$ cat src/rtl/pwm_pkg.sv
// Shared types and default sizes for the multi-channel PWM generator.
package pwm_pkg;

  typedef enum logic {PWM_EDGE = 1'b0, PWM_CENTER = 1'b1} mode_t;
  typedef enum logic {DIR_UP = 1'b0, DIR_DOWN = 1'b1} dir_t;

  localparam int PWM_WIDTH = 11;
  localparam int PWM_NCH   = 3;
  localparam int PWM_DT_W  = 6;
  localparam int PWM_BLANK = 255;

endpackage

$ cat src/rtl/pwm_deadtime.sv
// Per-channel complementary gate driver with dead-time insertion.
// Any change of raw_q first drops both gates, then after `deadtime` cycles
// turns on the side that matches the settled raw_q level.
module pwm_deadtime #(
  parameter int DT_W = 6
) (
  input  logic            clk,
  input  logic            rst_n,
  input  logic            clr,
  input  logic            raw_q,
  input  logic [DT_W-1:0] deadtime,
  output logic            hi,
  output logic            lo
);

  localparam logic [DT_W-1:0] ONE = DT_W'(1);

  logic            raw_d;
  logic [DT_W-1:0] dcnt;

  // Edge detect on raw_q, dead-time countdown, gate update on expiry.
  // A toggle while counting restarts the countdown with both gates low.
  always_ff @(posedge clk or negedge rst_n) begin
    if (!rst_n) begin
      raw_d <= 1'b0;
      dcnt  <= '0;
      hi    <= 1'b0;
      lo    <= 1'b0;
    end else if (clr) begin
      raw_d <= 1'b0;
      dcnt  <= '0;
      hi    <= 1'b0;
      lo    <= 1'b0;
    end else if (raw_q != raw_d) begin
      raw_d <= raw_q;
      if (deadtime == '0) begin
        hi   <= raw_q;
        lo   <= ~raw_q;
        dcnt <= '0;
      end else begin
        hi   <= 1'b0;
        lo   <= 1'b0;
        dcnt <= deadtime;
      end
    end else if (dcnt > ONE) begin
      dcnt <= dcnt - ONE;
    end else begin
      // Count expiring (1) or idle (0): gates follow the settled level.
      dcnt <= '0;
      hi   <= raw_q;
      lo   <= ~raw_q;
    end
  end

endmodule

$ cat src/rtl/pwm_gen_mc.sv
// Multi-channel PWM: shared edge/center counter, double-buffered duty,
// per-channel compare + dead time, period synch and overcurrent blanking.
module pwm_gen_mc
  import pwm_pkg::*;
#(
  parameter int WIDTH = PWM_WIDTH,
  parameter int NCH   = PWM_NCH,
  parameter int DT_W  = PWM_DT_W,
  parameter int BLANK = PWM_BLANK
) (
  input  logic                 clk,
  input  logic                 rst_n,
  input  logic                 en,
  input  logic                 center_mode,
  input  logic [NCH*WIDTH-1:0] duty,
  input  logic                 duty_vld,
  input  logic [DT_W-1:0]      deadtime,
  output logic [WIDTH-1:0]     cnt,
  output logic                 cnt_all_zeros,
  output logic [NCH-1:0]       PWM_hi,
  output logic [NCH-1:0]       PWM_lo,
  output logic                 PWM_synch,
  output logic                 OVR_I_blank_n
);

  localparam logic [WIDTH-1:0] MAX     = '1;
  localparam logic [WIDTH-1:0] ONE     = WIDTH'(1);
  localparam int               BW      = $clog2(BLANK + 1);
  localparam logic [BW-1:0]    BLANK_V = BW'(BLANK);
  localparam logic [BW-1:0]    BONE    = BW'(1);

  dir_t                        dir;
  mode_t                       mode;
  logic                        pend;
  logic                        boundary;
  logic                        clr;
  logic [NCH-1:0][WIDTH-1:0]   duty_in;
  logic [NCH-1:0][WIDTH-1:0]   shadow;
  logic [NCH-1:0][WIDTH-1:0]   active;
  logic [NCH-1:0][WIDTH-1:0]   duty_sel;
  logic [NCH-1:0]              raw_q;
  logic [NCH-1:0]              hi_prev;
  logic [BW-1:0]               bcnt;

  assign duty_in       = duty;
  assign boundary      = en && (cnt == '0);
  assign clr           = ~en;
  assign cnt_all_zeros = (cnt == '0);
  assign OVR_I_blank_n = (bcnt == '0);

  // Duty the compare uses this cycle: at a boundary the newly applied value,
  // so a strobe landing on cnt==0 shapes the period it starts.
  always_comb begin
    duty_sel = active;
    if (boundary) begin
      if (duty_vld)  duty_sel = duty_in;
      else if (pend) duty_sel = shadow;
    end
  end

  // Counter and direction; cnt==0 always steps up to 1.
  always_ff @(posedge clk or negedge rst_n) begin
    if (!rst_n) begin
      cnt <= '0;
      dir <= DIR_UP;
    end else if (!en) begin
      cnt <= '0;
      dir <= DIR_UP;
    end else if (cnt == '0) begin
      cnt <= ONE;
      dir <= DIR_UP;
    end else if (mode == PWM_EDGE) begin
      cnt <= cnt + ONE;
    end else if (dir == DIR_UP) begin
      if (cnt == MAX) begin
        cnt <= MAX - ONE;
        dir <= DIR_DOWN;
      end else begin
        cnt <= cnt + ONE;
      end
    end else begin
      cnt <= cnt - ONE;
    end
  end

  // Shadow/active duty double buffer and mode latch at the period boundary.
  always_ff @(posedge clk or negedge rst_n) begin
    if (!rst_n) begin
      shadow <= '0;
      active <= '0;
      pend   <= 1'b0;
      mode   <= PWM_EDGE;
    end else begin
      if (duty_vld) shadow <= duty_in;
      active <= duty_sel;
      if (boundary) begin
        mode <= center_mode ? PWM_CENTER : PWM_EDGE;
        pend <= 1'b0;
      end else if (duty_vld) begin
        pend <= 1'b1;
      end
    end
  end

  // Registered per-channel compare.
  always_ff @(posedge clk or negedge rst_n) begin
    if (!rst_n) raw_q <= '0;
    else for (int i = 0; i < NCH; i++) raw_q[i] <= en && (cnt < duty_sel[i]);
  end

  for (genvar i = 0; i < NCH; i++) begin : g_ch
    pwm_deadtime #(.DT_W(DT_W)) u_dt (
      .clk      (clk),
      .rst_n    (rst_n),
      .clr      (clr),
      .raw_q    (raw_q[i]),
      .deadtime (deadtime),
      .hi       (PWM_hi[i]),
      .lo       (PWM_lo[i])
    );
  end

  // Period synch pulse, high the cycle after each boundary.
  always_ff @(posedge clk or negedge rst_n) begin
    if (!rst_n) PWM_synch <= 1'b0;
    else        PWM_synch <= boundary;
  end

  // Blanking window: reload on any high-side rising edge, count down to 0.
  always_ff @(posedge clk or negedge rst_n) begin
    if (!rst_n) begin
      hi_prev <= '0;
      bcnt    <= '0;
    end else begin
      hi_prev <= PWM_hi;
      if (!en)                       bcnt <= '0;
      else if (|(PWM_hi & ~hi_prev)) bcnt <= BLANK_V;
      else if (bcnt != '0)           bcnt <= bcnt - BONE;
    end
  end

endmodule
$ cat config.mk
export PLATFORM = sky130hd
export DESIGN_NAME = pwm_gen_mc
export DESIGN_NICKNAME = d
export VERILOG_FILES = /design/src/rtl/pwm_pkg.sv /design/src/rtl/pwm_deadtime.sv /design/src/rtl/pwm_gen_mc.sv
export SDC_FILE = /design/constraint.sdc
export NUM_CORES = 1
export LEC_CHECK = 0
export BUFFER_PORTS_ARGS = -buffer_cell sky130_fd_sc_hd__buf_2
export CELL_PAD_IN_SITES_DETAIL_PLACEMENT = 0
export CELL_PAD_IN_SITES_GLOBAL_PLACEMENT = 1
export CORE_MARGIN = 5
export CORE_UTILIZATION = 48
export DETAILED_ROUTE_END_ITERATION = 8
export HOLD_SLACK_MARGIN = 0.02
export PLACE_DENSITY_LB_ADDON = 0.1
export SLEW_MARGIN = 20
export SYNTH_ARGS = -nofsm -noshare
export SYNTH_HDL_FRONTEND = slang
export SYNTH_SLANG_ARGS = --single-unit
$ cat constraint.sdc
create_clock -name clk -period 3.9 [get_ports clk]
set_input_delay 0.39 -clock clk [delete_from_list [all_inputs] [get_ports clk]]
set_output_delay 0.39 -clock clk [all_outputs]
set_load 0.005 [all_outputs]
=== Yosys cells after proc, flatten, opt, wreduce, memory -nomap -nowiden ===
Index checks and enable logic that the tools add are counted.

* Mux-type cells: 59
* $lt $le $gt $ge: 6
* Equality and inequality tests: 12
* Reductions and logical operators: 10
* Bitwise gates (word level): 5
* Add/sub/neg operators: 6

{| class="wikitable"
|+ Operators with widths
! operator !! number
|-
| 2-to-1 mux 33 bit || 3
|-
| 2-to-1 mux 6 bit || 10
|-
| 2-to-1 mux 11 bit || 5
|-
| 2-to-1 mux 1 bit || 38
|-
| less-than comparator 11 bit || 3
|-
| 2-to-1 mux 8 bit || 3
|-
| greater-than comparator 6 x 1 -> 1 bit (second input constant) || 3
|-
| subtractor 6 x 1 -> 6 bit (second input constant) || 3
|-
| adder 11 x 1 -> 11 bit (second input constant) || 1
|-
| == test 11 bit (second input constant) || 1
|-
| zero test 11 bit || 1
|-
| subtractor 11 x 1 -> 11 bit (second input constant) || 1
|-
| inequality test 3 x 2 -> 1 bit (second input constant) || 3
|-
| zero test 8 bit || 1
|-
| nonzero test 8 bit || 1
|-
| subtractor 8 x 1 -> 8 bit (second input constant) || 1
|-
| zero test 6 bit || 1
|-
| inequality test 2 x 1 -> 1 bit (second input constant) || 3
|-
| inequality test 3 x 1 -> 1 bit (second input constant) || 2
|-
| logical AND 1 bit || 4
|-
| AND 3 bit || 1
|-
| inequality test 1 bit || 3
|-
| inverter 1 bit || 3
|-
| inverter 3 bit || 1
|-
| 2 further kinds || 2
|}

* Output and inout bits: 20
* Bits in registers: 122
* Word-level logic and storage cells: 124

=== Logic depth before layout (Yosys ltp) ===
Gate-level depths: netlist of run 1.

* Depth after elaboration: 6
* Gate-level depth with buffers: 15

=== Hierarchy ===
From an unflattened synthesis of run 1, not the netlist that was laid out.

* Cell total of the unflattened synthesis: 663
* Area total of the unflattened synthesis: 7,151.9 um^2

{| class="wikitable"
|+ By module, submodules not included
! module !! area each (um^2) !! cells each !! instances !! seq. area each (um^2)
|-
| pwm_gen_mc || 5,252.5 || 465 || 1 || 2,377.3
|-
| pwm_deadtime || 633.1 || 66 || 3 || 225.2
|}

=== Worst setup path before layout of run 1 ===
No wires, ideal clock.

* Kind: reg2reg
* Start point: register cnt[0]
* End point: register raw_q[0]
* Period minus slack after synthesis: 3,335 ps
* Arrival: 3,241 ps
* Cell stages (with the launch flop): 15
* Data required time: 3,806 ps
* Path slack: 565 ps
* Setup time: 94 ps
* Path through: dfrtp_1 clkbuf_1 inv_1 ha_1 nor2b_1 clkbuf_1 nand4_4 nor2_8 buf_6 mux2i_1 ha_1 a21oi_1 o21ai_0 or4_1 a211oi_1

* Longest elaborated chain between the ends: 5

{| class="wikitable"
|+ RTL lines
! item !! RTL line !! text
|-
| start, declared || pwm_gen_mc.sv:18 || <nowiki>output logic [WIDTH-1:0] cnt,</nowiki>
|-
| start signal, assigned || pwm_gen_mc.sv:73 || <nowiki>cnt <= cnt + ONE;</nowiki>
|-
| start signal, assigned || pwm_gen_mc.sv:76 || <nowiki>cnt <= MAX - ONE;</nowiki>
|-
| start signal, assigned || pwm_gen_mc.sv:79 || <nowiki>cnt <= cnt + ONE;</nowiki>
|-
| zero test 11 bit || pwm_gen_mc.sv:46 || <nowiki>assign boundary = en && (cnt == '0);</nowiki>
|-
| logical AND 1 bit || pwm_gen_mc.sv:46 ||
|-
| 2-to-1 mux 33 bit || pwm_gen_mc.sv:55 || <nowiki>if (boundary) begin</nowiki>
|-
| less-than comparator 11 bit (*) || pwm_gen_mc.sv:108 || <nowiki>else for (int i = 0; i < NCH; i++) raw_q[i] <= en && (cnt < duty_sel[i]);</nowiki>
|-
| logical AND 1 bit (*) || pwm_gen_mc.sv:108 ||
|-
| end signal, assigned || pwm_gen_mc.sv:107 || <nowiki>if (!rst_n) raw_q <= '0;</nowiki>
|-
| end, declared || pwm_gen_mc.sv:41 || <nowiki>logic [NCH-1:0] raw_q;</nowiki>
|}

Every way passes the cells marked *; elsewhere a longest branch is shown, timed or not.
A chain may end at the register's enable or synchronous reset.

=== Final worst setup path of run 1 ===
* Start point: register cnt[0]
* End point: register raw_q[1]

The elaborated chain is that of the path after synthesis.

==> results of run 1 <==
-- through the flow --
stage	power (mW)	utilization (%)	setup WS, ns	hold WS (ns)
floorplan	2.404	-	0.5649	0.09441
global placement	2.637	52.62	0.6338	0.4148
detailed placement	2.670	52.73	0.5420	0.4251
CTS	4.198	56.73	0.5248	0.07902
global route	4.403	56.73	0.2546	0.08738
finish	4.165	56.73	0.5457	0.02660
-- how the worst max path moves through the flow --
stage / startpoint / endpoint / cells past startpoint
floorplan: cnt[0]$_DFF_PN0_ / raw_q[0]$_DFF_PN0_ / 14
global placement: cnt[0]$_DFF_PN0_ / raw_q[1]$_DFF_PN0_ / 12
detailed placement: cnt[0]$_DFF_PN0_ / raw_q[1]$_DFF_PN0_ / 12
CTS: cnt[0]$_DFF_PN0_ / raw_q[1]$_DFF_PN0_ / 12
global route: cnt[0]$_DFF_PN0_ / raw_q[1]$_DFF_PN0_ / 12
finish: cnt[0]$_DFF_PN0_ / raw_q[1]$_DFF_PN0_ / 12
-- cells in the mapped netlist, drive strengths merged, types with 5 or more instances --
| master | count |
|---|---|
| nor3 | 20 |
| dfrtp | 122 |
| and2 | 8 |
| a211oi | 18 |
| a31oi | 11 |
| o22ai | 7 |
| clkbuf | 19 |
| xnor2 | 7 |
| mux2i | 37 |
| xor2 | 7 |
| o21a | 6 |
| o21ai | 19 |
| nand2 | 36 |
| a21oi | 24 |
| nand4 | 9 |
| mux2 | 56 |
| nand3 | 16 |
| inv | 39 |
| ha | 40 |
| buf | 14 |
| nor4 | 8 |
| or3 | 5 |
| nor2 | 36 |
| nor3b | 6 |
| a21o | 7 |
-- cells in the final DEF, fill, tap and decap left out, drive strengths merged, types with 11 or more instances in the layout --
cell type,Yosys,final
a211oi,18,18
a31oi,11,11
buf,14,82
nand3,16,16
dfrtp,122,122
clkbuf,19,21
mux2,56,56
inv,39,39
a21oi,24,24
ha,40,40
nor3,20,20
nand2,36,36
nor2,36,36
o21ai,19,19
mux2i,37,37
-- power by group through the flow --
stage,clock [mW],sequential (mW),combinational [mW]
3_5_place_dp,0,1.66,1.01
4_1_cts,1.54,1.64,1.02
5_1_grt,1.60,1.67,1.14
3_3_place_gp,0,1.65,0.987
2_1_floorplan,0,1.61,0.797
6_report,1.52,1.64,1.01
-- kinds of logic after synthesis --
family	after synthesis	share of synthesized area [%]
mux	93	15.58
fa+ha+maj	40	7.248
xor+xnor	14	1.776
flops	122	44.21
simple gates	163	13.17
compound gates	127	12.50
buf+inv	73	5.508
-- metal layers --
metal  vias to the layer above  track usage [%]  part of all wire (%)
met4                         0            6.479                   1.8
met2                        92            34.00                    49
met3                        22            5.649                   3.8
met1                      2506            26.74                    45
li1                       2449                -                     -
met5                         -                0                     0
-- state kept, by name (all words and copies together) (netlist names), 3 cells and up --
register	flops
active	33
shadow	33
g_ch.u_dt.dcnt	18
cnt	11
bcnt	8
g_ch.u_dt.hi	3
g_ch.u_dt.lo	3
g_ch.u_dt.raw_d	3
hi_prev	3
raw_q	3
-- layout make-up --
class / instances / area [µm²] / area share, %
clock buffer: 21 / 460.4 / 5.803
timing repair buffer: 82 / 460.4 / 5.803
multi-input combinational: 437 / 3487 / 43.95
clock inverter: 9 / 98.84 / 1.246
tap: 180 / 225.2 / 2.838
sequential: 122 / 3053 / 38.47
inverter: 40 / 150.1 / 1.892
==> key figures, run 1 <==
Yosys
  – Post-synth cell types: 68
  – Gate count after technology mapping: 632
  – Seq cells post-synth: about 120
  – Mapped Nets: 716
  – Synth area leaders: dfrtp_1, ha_1, mux2_2
  – Post-synth ARST share: 100.0%
  – Post-synth EDFFs: 0
  – Synthesized area: 0.006905 mm²
  – Synth top area share: 44.21%
  – Ys flop type: dfrtp_1
  – Syn Area/Cell: between 10 and 15 µm²
  – Ys Warns: 0
  – Cell taking the most area after synthesis: dfrtp_1
  – Seq/Total Area, Yosys: ~44%

STA
  – Worst-Margin Slew: just over 1 ns
  – Slew headroom: 31.48%
  – Fmax: 0.2981 GHz
  – Final setup violation count: 0
  – RSZ-0062 raised after global routing: false
  – Skew final: 0.01134 ns
  – Slew Viols, Final: 0
  – Hold violation total from the final report: 0
  – Period minus WS final: 3.354 ns
  – Period utilization: 86.01%
  – Setup TNS: 0 ns

Layout
  – FILL cells: 1223
  – Synth-to-Final Area Change: 14.91%
  – Final Cell Area: around 0.0079 mm²
  – ANT cells: 0
  – Layout cells sized above 1: 25.74%
  – Final net count: between 700 and 800
  – Post-route insts no fill: around 890

Setup path
  – Critical path cell sequence: inv_1 -> ha_1 -> nor2b_1 -> nand4_4 -> nor2_8 -> buf_4 -> mux2i_1 -> ha_1 -> a21oi_1 -> nand2_1 -> a221o_1 -> a211oi_1
  – Crit-path max FO: 18
  – Crit path kind: register to register
  – R2r worst-path depth: 12
  – WP buf/inv: 2
  – Worst setup SP type: register
  – RR Endpoint: raw_q[1]$_DFF_PN0_
  – CP max-delay cell: nor2_8
  – FF-to-FF Start: cnt[0]$_DFF_PN0_
  – Worst EP arrival: 3.67 ns
  – R2R Setup Slk: 0.55 ns
  – CP delay by family, top: simple AND/OR/NAND/NOR gates
  – CP max stage delay: 0.38 ns
  – Worst setup EP type: register
  – Worst Path Required: 4.22 ns
  – Most Frequent Cell on Critical Path: ha_1

Job
  – MaxCap Viol Count: 0

Floorplan
  – # IOs: between 60 and 70
  – CORE AREA: between 0.01 and 0.015 mm²
  – Initial Util: 49.36%
  – Die height: 129.9 µm
  – Row count: 43
  – Die X: 129.9 µm
  – Die area: 0.01688 mm²

Detailed routing
  – Residual DRC: 0
  – Initial DRT Pass Iterations: 5
  – Vias/cell: 5.689
  – Antenna Nets Post-Route: 0
  – Drt wl/cell: 18.32 µm
  – WL final: ~16000 µm
  – Iteration-0 DRC Markers: 250
  – Via Count: 5069

Clock tree
  – CTS tree: yes
  – Postcts setup bufs: 0
  – TritonCTS Buffers: 17
  – Clk buf depth: 2
  – # clock sinks: 122
  – CTS clock-pin slew for the worst setup and hold paths: 0.06 ns
  – Root buf cell: clkbuf_16
  – Htree depth: 4
  – Skew-Pair Late Insertion Delay: roughly 0.42 ns
  – Hold_buf cts: 0
  – Post-CTS sizing: 0

Global routing
  – Tot GR Track Use: approximately a fifth
  – First-pass GRT wire length: 26950 µm
  – Vias in the first global route: 5175
  – Pin count of the biggest net entering global routing: 60
  – GRT overflow: 0
  – Initial antenna violation count: 0

Power
  – Clock network power share: 36.4%
  – Psw: 1.223 mW
  – Int Power: 2.942 mW
  – Maximum VDD drop: roughly 0.00035 V
  – Sw Ratio: 29.36%
  – Power Dens Cells: 524.9 mW/mm²
  – Seq pwr share: 39.4%
  – Gate power share: 24.2%
  – Lkg Pwr: approximately 3.7 nW

Placed design
  – Area after DPL: 0.007376 mm²
  – DP Wirelength: 11550 µm
  – GPL Wtd Cong: 0.8738
  – Port Buf Inserts: 63
  – Placed Cells: roughly 860

Outcome
  – Outcome: completed

Worst hold path
  – Worst hold path type: input pin to asynchronous set/reset pin
(Power assumes the default switching activity.)
==> run 2: changes to the inputs <==
GPL_TIMING_DRIVEN = 0   (was not set)
SYNTH_HIERARCHICAL = 1   (was not set)
==> key figures, run 2 <==
Yosys
  – Syn Area/Cell: 10.79 µm² (was 10.93 µm²)
  – Post-synth ARST share: 100.0% (unchanged)
  – Cell taking the most area after synthesis: dfrtp_1 (unchanged)
  – Gate count after technology mapping: 663 (was 632)
  – Seq cells post-synth: 122 (unchanged)
  – Post-synth cell types: 66 (was 68)
  – Synth area leaders: dfrtp_1, mux2_2, ha_1 (was dfrtp_1, ha_1, mux2_2)
  – Post-synth EDFFs: 0 (unchanged)
  – Ys Warns: 6 (was 0)
  – Ys flop type: dfrtp_1 (unchanged)
  – Synth top cells by count: dfrtp_1, mux2_2, ha_1 (was dfrtp_1, ha_1, inv_1)
  – Synthesized area: 0.007152 mm² (was 0.006905 mm²)
  – Most common cell in the netlist: dfrtp_1 (unchanged)
  – Seq/Total Area, Yosys: 42.69% (was 44.21%)
  – Synth top area share: 42.69% (was 44.21%)
  – Mapped Nets: 747 (was 716)

Clock tree
  – Clk buf depth: 2 (unchanged)
  – Postcts setup bufs: 0 (unchanged)
  – Skew-Pair Late Insertion Delay: 0.42 ns (about the same)
  – CTS clock-pin slew for the worst setup and hold paths: 0.06 ns (about the same)
  – TritonCTS Buffers: 17 (unchanged)
  – Htree depth: 4 (unchanged)
  – # clock sinks: 122 (unchanged)
  – Root buf cell: clkbuf_16 (unchanged)
  – CTS tree: yes (unchanged)

Outcome
  – Outcome: completed (unchanged)

Global routing
  – First-pass GRT wire length: 29090 µm (was 26950 µm)
  – Tot GR Track Use: 20.47% (was 20.68%)
  – Vias in the first global route: 5658 (was 5175)
  – Initial antenna violation count: 0 (unchanged)
  – GRT overflow: 0 (unchanged)
  – Pin count of the biggest net entering global routing: 82 (was 60)

Placed design
  – DP Wirelength: 12440 µm (was 11550 µm)
  – Port Buf Inserts: 62 (was 63)
  – Area after DPL: 0.007726 mm² (was 0.007376 mm²)
  – GPL Wtd Cong: 0.8396 (was 0.8738)

Floorplan
  – Die height: 132.1 µm (was 129.9 µm)
  – Row count: 44 (was 43)
  – Die area: 0.01744 mm² (was 0.01688 mm²)
  – # IOs: 64 (unchanged)
  – Die X: 132.1 µm (was 129.9 µm)
  – Initial Util: 49.02% (was 49.36%)
  – CORE AREA: 0.01459 mm² (was 0.01399 mm²)

Detailed routing
  – Via Count: 5522 (was 5069)
  – Residual DRC: 0 (unchanged)
  – Antenna Nets Post-Route: 0 (unchanged)
  – Initial DRT Pass Iterations: 4 (was 5)
  – Iteration-0 DRC Markers: 281 (was 250)
  – Vias/cell: 5.862 (was 5.689)
  – WL final: 17390 µm (was 16320 µm)
  – Drt wl/cell: 18.46 µm (was 18.32 µm)

STA
  – Hold violation total from the final report: 0 (unchanged)
  – Period minus WS final: 3.671 ns (was 3.354 ns)
  – Period utilization: 94.12% (was 86.01%)
  – Setup TNS: 0 ns (unchanged)
  – Slew headroom: 23.36% (was 31.48%)
  – RSZ-0062 raised after global routing: false (unchanged)
  – Slew Viols, Final: 0 (unchanged)
  – Skew final: 0.006958 ns (was 0.01134 ns)
  – Final setup violation count: 0 (unchanged)
  – Worst-Margin Slew: 1.150 ns (was 1.028 ns)
  – WHS: 0.2009 ns (was 0.02660 ns)
  – Fmax: 0.2724 GHz (was 0.2981 GHz)

Layout
  – Leading cell type in the layout, fill and taps excluded: dfrtp_1 (unchanged)
  – Layout cells sized above 1: 27.70% (was 25.74%)
  – Final Cell Area: 0.008426 mm² (was 0.007935 mm²)
  – Commonest cells after routing, fill and taps aside: dfrtp_1, buf_2, mux2_2 (was dfrtp_1, buf_2, ha_1)
  – Final net count: 829 (was 784)
  – Regs by FF count: active (33), shadow (33), g_ch.u_dt/dcnt (18) (was active (33), shadow (33), g_ch.u_dt.dcnt (18))
  – ANT cells: 0 (unchanged)
  – Synth-to-Final Area Change: 17.81% (was 14.91%)

Worst hold path
  – Hold path depth: 2
  – HP Start: center_mode
  – Worst hold path type: input pin to register (was input pin to asynchronous set/reset pin)
  – Worst Hold End: mode$_DFFE_PN0N_

Setup path
  – CP max-delay cell: or3b_2 (was nor2_8)
  – Most Frequent Cell on Critical Path: ha_1 (unchanged)
  – R2R Setup Slk: 0.23 ns (was 0.55 ns)
  – Worst EP arrival: 4.00 ns (was 3.67 ns)
  – Worst setup SP type: register (unchanged)
  – FF-to-FF Start: cnt[0]$_DFF_PN0_ (unchanged)
  – Worst setup EP type: register (unchanged)
  – CP max stage delay: 0.54 ns (was 0.38 ns)
  – CP delay by family, top: simple AND/OR/NAND/NOR gates (unchanged)
  – WP buf/inv: 4 (was 2)
  – R2r worst-path depth: 14 (was 12)
  – Crit path kind: register to register (unchanged)
  – Crit-path max FO: 11 (was 18)
  – Critical path cell sequence: inv_1 -> ha_1 -> or3b_2 -> or4_4 -> buf_6 -> inv_4 -> buf_12 -> mux2i_1 -> o21a_1 -> ha_1 -> and3_1 -> a221oi_1 -> o221ai_1 -> a21oi_1 (was inv_1 -> ha_1 -> nor2b_1 -> nand4_4 -> nor2_8 -> buf_4 -> mux2i_1 -> ha_1 -> a21oi_1 -> nand2_1 -> a221o_1 -> a211oi_1)
  – Worst Path Required: 4.23 ns (was 4.22 ns)
  – RR Endpoint: raw_q[0]$_DFF_PN0_ (was raw_q[1]$_DFF_PN0_)

Job
  – MaxCap Viol Count: 0 (unchanged)

Power
  – Power Dens Cells: 534.2 mW/mm² (was 524.9 mW/mm²)
  – Lkg Pwr: 3.785 nW (was 3.719 nW)
  – Total power: 4.501 mW (was 4.165 mW)
  – Maximum VDD drop: 0.0002977 V (was 0.0003511 V)
[run 2: routing by layer]
layer	vias to the layer above	track usage, %	wire length (µm)
met3	26	4.618	553
met5	-	0	0
met2	99	33.60	8566
li1	2646	-	-
met4	0	5.943	325
met1	2751	27.21	7946
[run 2: cell families (layout without fill, tap and decap cells)]
family	count (synthesis)	in the layout	synth area share, %
AO/OA/AOI/OAI	139	139	14.31
XOR/XNOR	17	17	2.397
adder cells (fa/ha/maj)	40	40	6.998
buffers and inverters	73	168	5.091
flip-flops	122	122	42.69
multiplexers	97	97	14.63
AND/OR/NAND/NOR	175	175	13.89
[run 2: power by group]
group | switching (mW) | internal, mW
combinational | 0.585 | 0.532
sequential | 0.156 | 1.49
clock | 0.573 | 1.17
total | 1.31 | 3.19
[run 2: through the flow]
| stage | std cells | setup slack, ns | util, % |
|---|---|---|---|
| 6_report | 942 | 0.2294 | 57.75 |
| 5_1_grt | 942 | 0.06296 | 57.75 |
| 4_1_cts | 943 | 0.03781 | 57.60 |
| 3_5_place_dp | 910 | -0.2650 | 52.96 |
| 3_3_place_gp | 909 | -0.2378 | 52.73 |
| 2_1_floorplan | 663 | 0.5569 | - |
[run 2: layout make-up]
| class | instances | area [µm²] |
|---|---|---|
| multi-input combinational | 468 | 3772 |
| timing repair buffer | 64 | 354.1 |
| sequential | 122 | 3055 |
| clock buffer | 21 | 460.4 |
| buffer | 36 | 222.7 |
| tap | 184 | 230.2 |
| clock inverter | 11 | 192.7 |
| inverter | 36 | 137.6 |
| fill | 1254 | 6163 |
[run 2: worst max path at each step]
stage / startpoint / to / slack (ns) / cells after the start
floorplan: cnt[0]$_DFF_PN0_ / raw_q[0]$_DFF_PN0_ / 0.56 / 15
global placement: cnt[0]$_DFF_PN0_ / raw_q[1]$_DFF_PN0_ / -0.24 / 13
detailed placement: cnt[0]$_DFF_PN0_ / raw_q[1]$_DFF_PN0_ / -0.27 / 13
CTS: cnt[0]$_DFF_PN0_ / raw_q[0]$_DFF_PN0_ / 0.04 / 14
global route: cnt[0]$_DFF_PN0_ / raw_q[0]$_DFF_PN0_ / 0.06 / 14
finish: cnt[0]$_DFF_PN0_ / raw_q[0]$_DFF_PN0_ / 0.23 / 14
[run 2: repair_timing]
action | in CTS | in global routing
setup endpoints to repair | 3 | 3
gates cloned | 0 | 0
hold buffers | 1 | 0
endpoints found under the hold margin | 41 | 0
resized for setup | 4 | 5
==> run 3: changes to the inputs <==
CORE_UTILIZATION = 30   (was 48)
==> key figures, run 3 (same netlist as run 2, synthesis figures left out) <==
Floorplan
  – Die area: 0.02703 mm² (was 0.01744 mm²)
  – Die height: 164.4 µm (was 132.1 µm)
  – # IOs: 64 (unchanged)
  – Initial Util: 30.47% (was 49.02%)
  – Row count: 56 (was 44)
  – Die X: 164.4 µm (was 132.1 µm)
  – CORE AREA: 0.02347 mm² (was 0.01459 mm²)

Layout
  – Commonest cells after routing, fill and taps aside: dfrtp_1, buf_2, mux2_2 (unchanged)
  – Final Cell Area: 0.008577 mm² (was 0.008426 mm²)
  – Fin util: 36.54% (was 57.75%)
  – Synth-to-Final Area Change: 19.93% (was 17.81%)
  – Regs by FF count: active (33), shadow (33), g_ch.u_dt/dcnt (18) (unchanged)
  – Leading cell type in the layout, fill and taps excluded: dfrtp_1 (unchanged)
  – Final net count: 834 (was 829)
  – Layout cells sized above 1: 28.57% (was 27.70%)
  – ANT cells: 0 (unchanged)

Global routing
  – First-pass GRT wire length: 31520 µm (was 29090 µm)
  – Met3 usage in global routing: 3.369% (was 4.618%)
  – Gr busiest metal: met2 (unchanged)
  – GRT overflow: 0 (unchanged)
  – Tot GR Track Use: 15.01% (was 20.47%)
  – Initial antenna violation count: 0 (unchanged)
  – Met1 GRT Util: 20.23% (was 27.21%)
  – Vias in the first global route: 5640 (was 5658)
  – Pin count of the biggest net entering global routing: 65 (was 82)
  – M2 GR Usage: 24.49% (was 33.60%)

Setup path
  – Crit path kind: register to register (unchanged)
  – Worst Path Required: 4.20 ns (was 4.23 ns)
  – Most Frequent Cell on Critical Path: buf_4 (was ha_1)
  – R2r worst-path depth: 12 (was 14)
  – CP max stage delay: 0.52 ns (was 0.54 ns)
  – RR Endpoint: raw_q[1]$_DFF_PN0_ (was raw_q[0]$_DFF_PN0_)
  – Worst setup EP type: register (unchanged)
  – WP buf/inv: 3 (was 4)
  – Critical path cell sequence: clkbuf_1 -> nor4b_4 -> nand3_1 -> nor4_2 -> buf_4 -> buf_4 -> mux2i_1 -> ha_1 -> a21o_1 -> a21oi_1 -> o221ai_1 -> a31oi_1 (was inv_1 -> ha_1 -> or3b_2 -> or4_4 -> buf_6 -> inv_4 -> buf_12 -> mux2i_1 -> o21a_1 -> ha_1 -> and3_1 -> a221oi_1 -> o221ai_1 -> a21oi_1)
  – Worst setup SP type: register (unchanged)
  – Worst EP arrival: 3.91 ns (was 4.00 ns)
  – FF-to-FF Start: cnt[2]$_DFF_PN0_ (was cnt[0]$_DFF_PN0_)
  – CP delay by family, top: simple AND/OR/NAND/NOR gates (unchanged)
  – R2R Setup Slk: 0.29 ns (was 0.23 ns)
  – Crit-path max FO: 10 (was 11)
  – CP max-delay cell: dfrtp_1 (was or3b_2)

Power
  – Clock network power share: 37.0% (was 38.6%)
  – Power Dens Cells: 512.6 mW/mm² (was 534.2 mW/mm²)
  – Int Power: 2.989 mW (was 3.187 mW)
  – Sw Ratio: 32.02% (was 29.19%)
  – Maximum VDD drop: 0.0002084 V (was 0.0002977 V)
  – Gate power share: 25.7% (was 24.8%)
  – Seq pwr share: 37.3% (was 36.5%)
  – Lkg Pwr: 3.795 nW (was 3.785 nW)
  – Psw: 1.408 mW (was 1.314 mW)

STA
  – Worst-Margin Slew: 0.9514 ns (was 1.150 ns)
  – Fmax: 0.2773 GHz (was 0.2724 GHz)
  – Period minus WS final: 3.606 ns (was 3.671 ns)
  – Hold violation total from the final report: 0 (unchanged)
  – Period utilization: 92.46% (was 94.12%)
  – Slew Viols, Final: 0 (unchanged)
  – Skew final: 0.01537 ns (was 0.006958 ns)
  – Fin worst setup slack: 0.2942 ns (was 0.2294 ns)
  – Slew headroom: 36.05% (was 23.36%)
  – Final setup violation count: 0 (unchanged)
  – RSZ-0062 raised after global routing: false (unchanged)

Detailed routing
  – Vias/cell: 5.042 (was 5.862)
  – WL final: 19480 µm (was 17390 µm)
  – Residual DRC: 0 (unchanged)
  – Drt wl/cell: 18.00 µm (was 18.46 µm)
  – Iteration-0 DRC Markers: 313 (was 281)
  – Via Count: 5455 (was 5522)
  – Antenna Nets Post-Route: 0 (unchanged)
  – Initial DRT Pass Iterations: 5 (was 4)

Worst hold path
  – Hold path depth: 2 (unchanged)
  – HP Start: center_mode (unchanged)
  – Worst Hold End: mode$_DFFE_PN0N_ (unchanged)
  – Worst hold path type: input pin to register (unchanged)

Placed design
  – Port Buf Inserts: 62 (unchanged)
  – GPL Wtd Cong: 0.8283 (was 0.8396)
  – Pre-CTS WS: -0.2124 ns (was -0.2650 ns)
  – DP Wirelength: 14020 µm (was 12440 µm)
  – Area after DPL: 0.007904 mm² (was 0.007726 mm²)

Clock tree
  – Clk buf depth: 2 (unchanged)
  – Skew-Pair Late Insertion Delay: 0.42 ns (about the same)
  – Root buf cell: clkbuf_16 (unchanged)
  – # clock sinks: 122 (unchanged)
  – TritonCTS Buffers: 17 (unchanged)
  – CTS tree: yes (unchanged)
  – Htree depth: 4 (unchanged)
  – CTS clock-pin slew for the worst setup and hold paths: 0.07 ns (was 0.06 ns)

Outcome
  – Outcome: completed (unchanged)

Job
  – MaxCap Viol Count: 0 (unchanged)
[run 3: changes by cell type in the layout (fill, tap and decap cells not counted), sizes merged]
cell	before	now
bufinv	5	2
clkbuf	31	27
inv	36	44
buf	89	94
clkinvlp	2	1
[run 3: routing by layer]
metal	part of all wire (%)	wire, µm
met1	48	9277
met2	48	9371
met3	3.2	618
met4	1.1	214
met5	0	0
[run 3: worst max path at each step]
| stage | start | endpoint | slack [ns] | depth (start not counted) |
|---|---|---|---|---|
| floorplan | cnt[0]$_DFF_PN0_ | raw_q[0]$_DFF_PN0_ | 0.56 | 15 |
| global placement | cnt[0]$_DFF_PN0_ | raw_q[1]$_DFF_PN0_ | -0.15 | 13 |
| detailed placement | cnt[0]$_DFF_PN0_ | raw_q[1]$_DFF_PN0_ | -0.21 | 13 |
| CTS | cnt[0]$_DFF_PN0_ | raw_q[0]$_DFF_PN0_ | 0.03 | 14 |
| global route | cnt[2]$_DFF_PN0_ | raw_q[2]$_DFF_PN0_ | 0.03 | 12 |
| finish | cnt[2]$_DFF_PN0_ | raw_q[1]$_DFF_PN0_ | 0.29 | 12 |
[run 3: worst register-to-register path, stage by stage, from the launching register on]
cell and delay [ns]:
dfrtp_1 0.52, clkbuf_1 0.30, nor4b_4 0.38, nand3_1 0.18, nor4_2 0.29, buf_4 0.25, buf_4 0.25, mux2i_1 0.25
ha_1 0.27, a21o_1 0.16, a21oi_1 0.14, o221ai_1 0.21, a31oi_1 0.28
[run 3: per-stage QoR]
step	std cells	TNS [ns]	hold slack, ns	total power [mW]
detailed placement	1046	-0.4986	0.3850	2.797
CTS	1078	0	0.1815	4.467
floorplan	663	0	0.09441	2.464
global route	1082	0	0.1878	4.687
global placement	1044	-0.3253	0.4635	2.754
finish	1082	0	0.2055	4.397
[run 3: power by group through the flow]
stage          combinational, mW  clock [mW]  sequential, mW
6_report                    1.13        1.63            1.64
5_1_grt                     1.29        1.73            1.67
4_1_cts                     1.14        1.68            1.64
3_5_place_dp                1.13           0            1.66
3_3_place_gp                1.10           0            1.65
2_1_floorplan              0.843           0            1.62
[run 3: layout make-up]
class	count	area (µm²)
Inverter	36	137.6
Sequential cell	122	3055
Buffer	36	224.0
Timing Repair Buffer	69	392.9
Clock buffer	17	425.4
Tap cell	319	399.1
Multi-Input combinational cell	468	3764
Clock inverter	15	178.9
Fill cell	2356	14900
[run 3: repair_timing]
action | in CTS | in global routing
gates resized for setup | 2 | 5
setup buffers | 0 | 4
hold buffers | 1 | 0
endpoints found under the setup margin | 3 | 3
hold endpoints to repair | 63 | 0
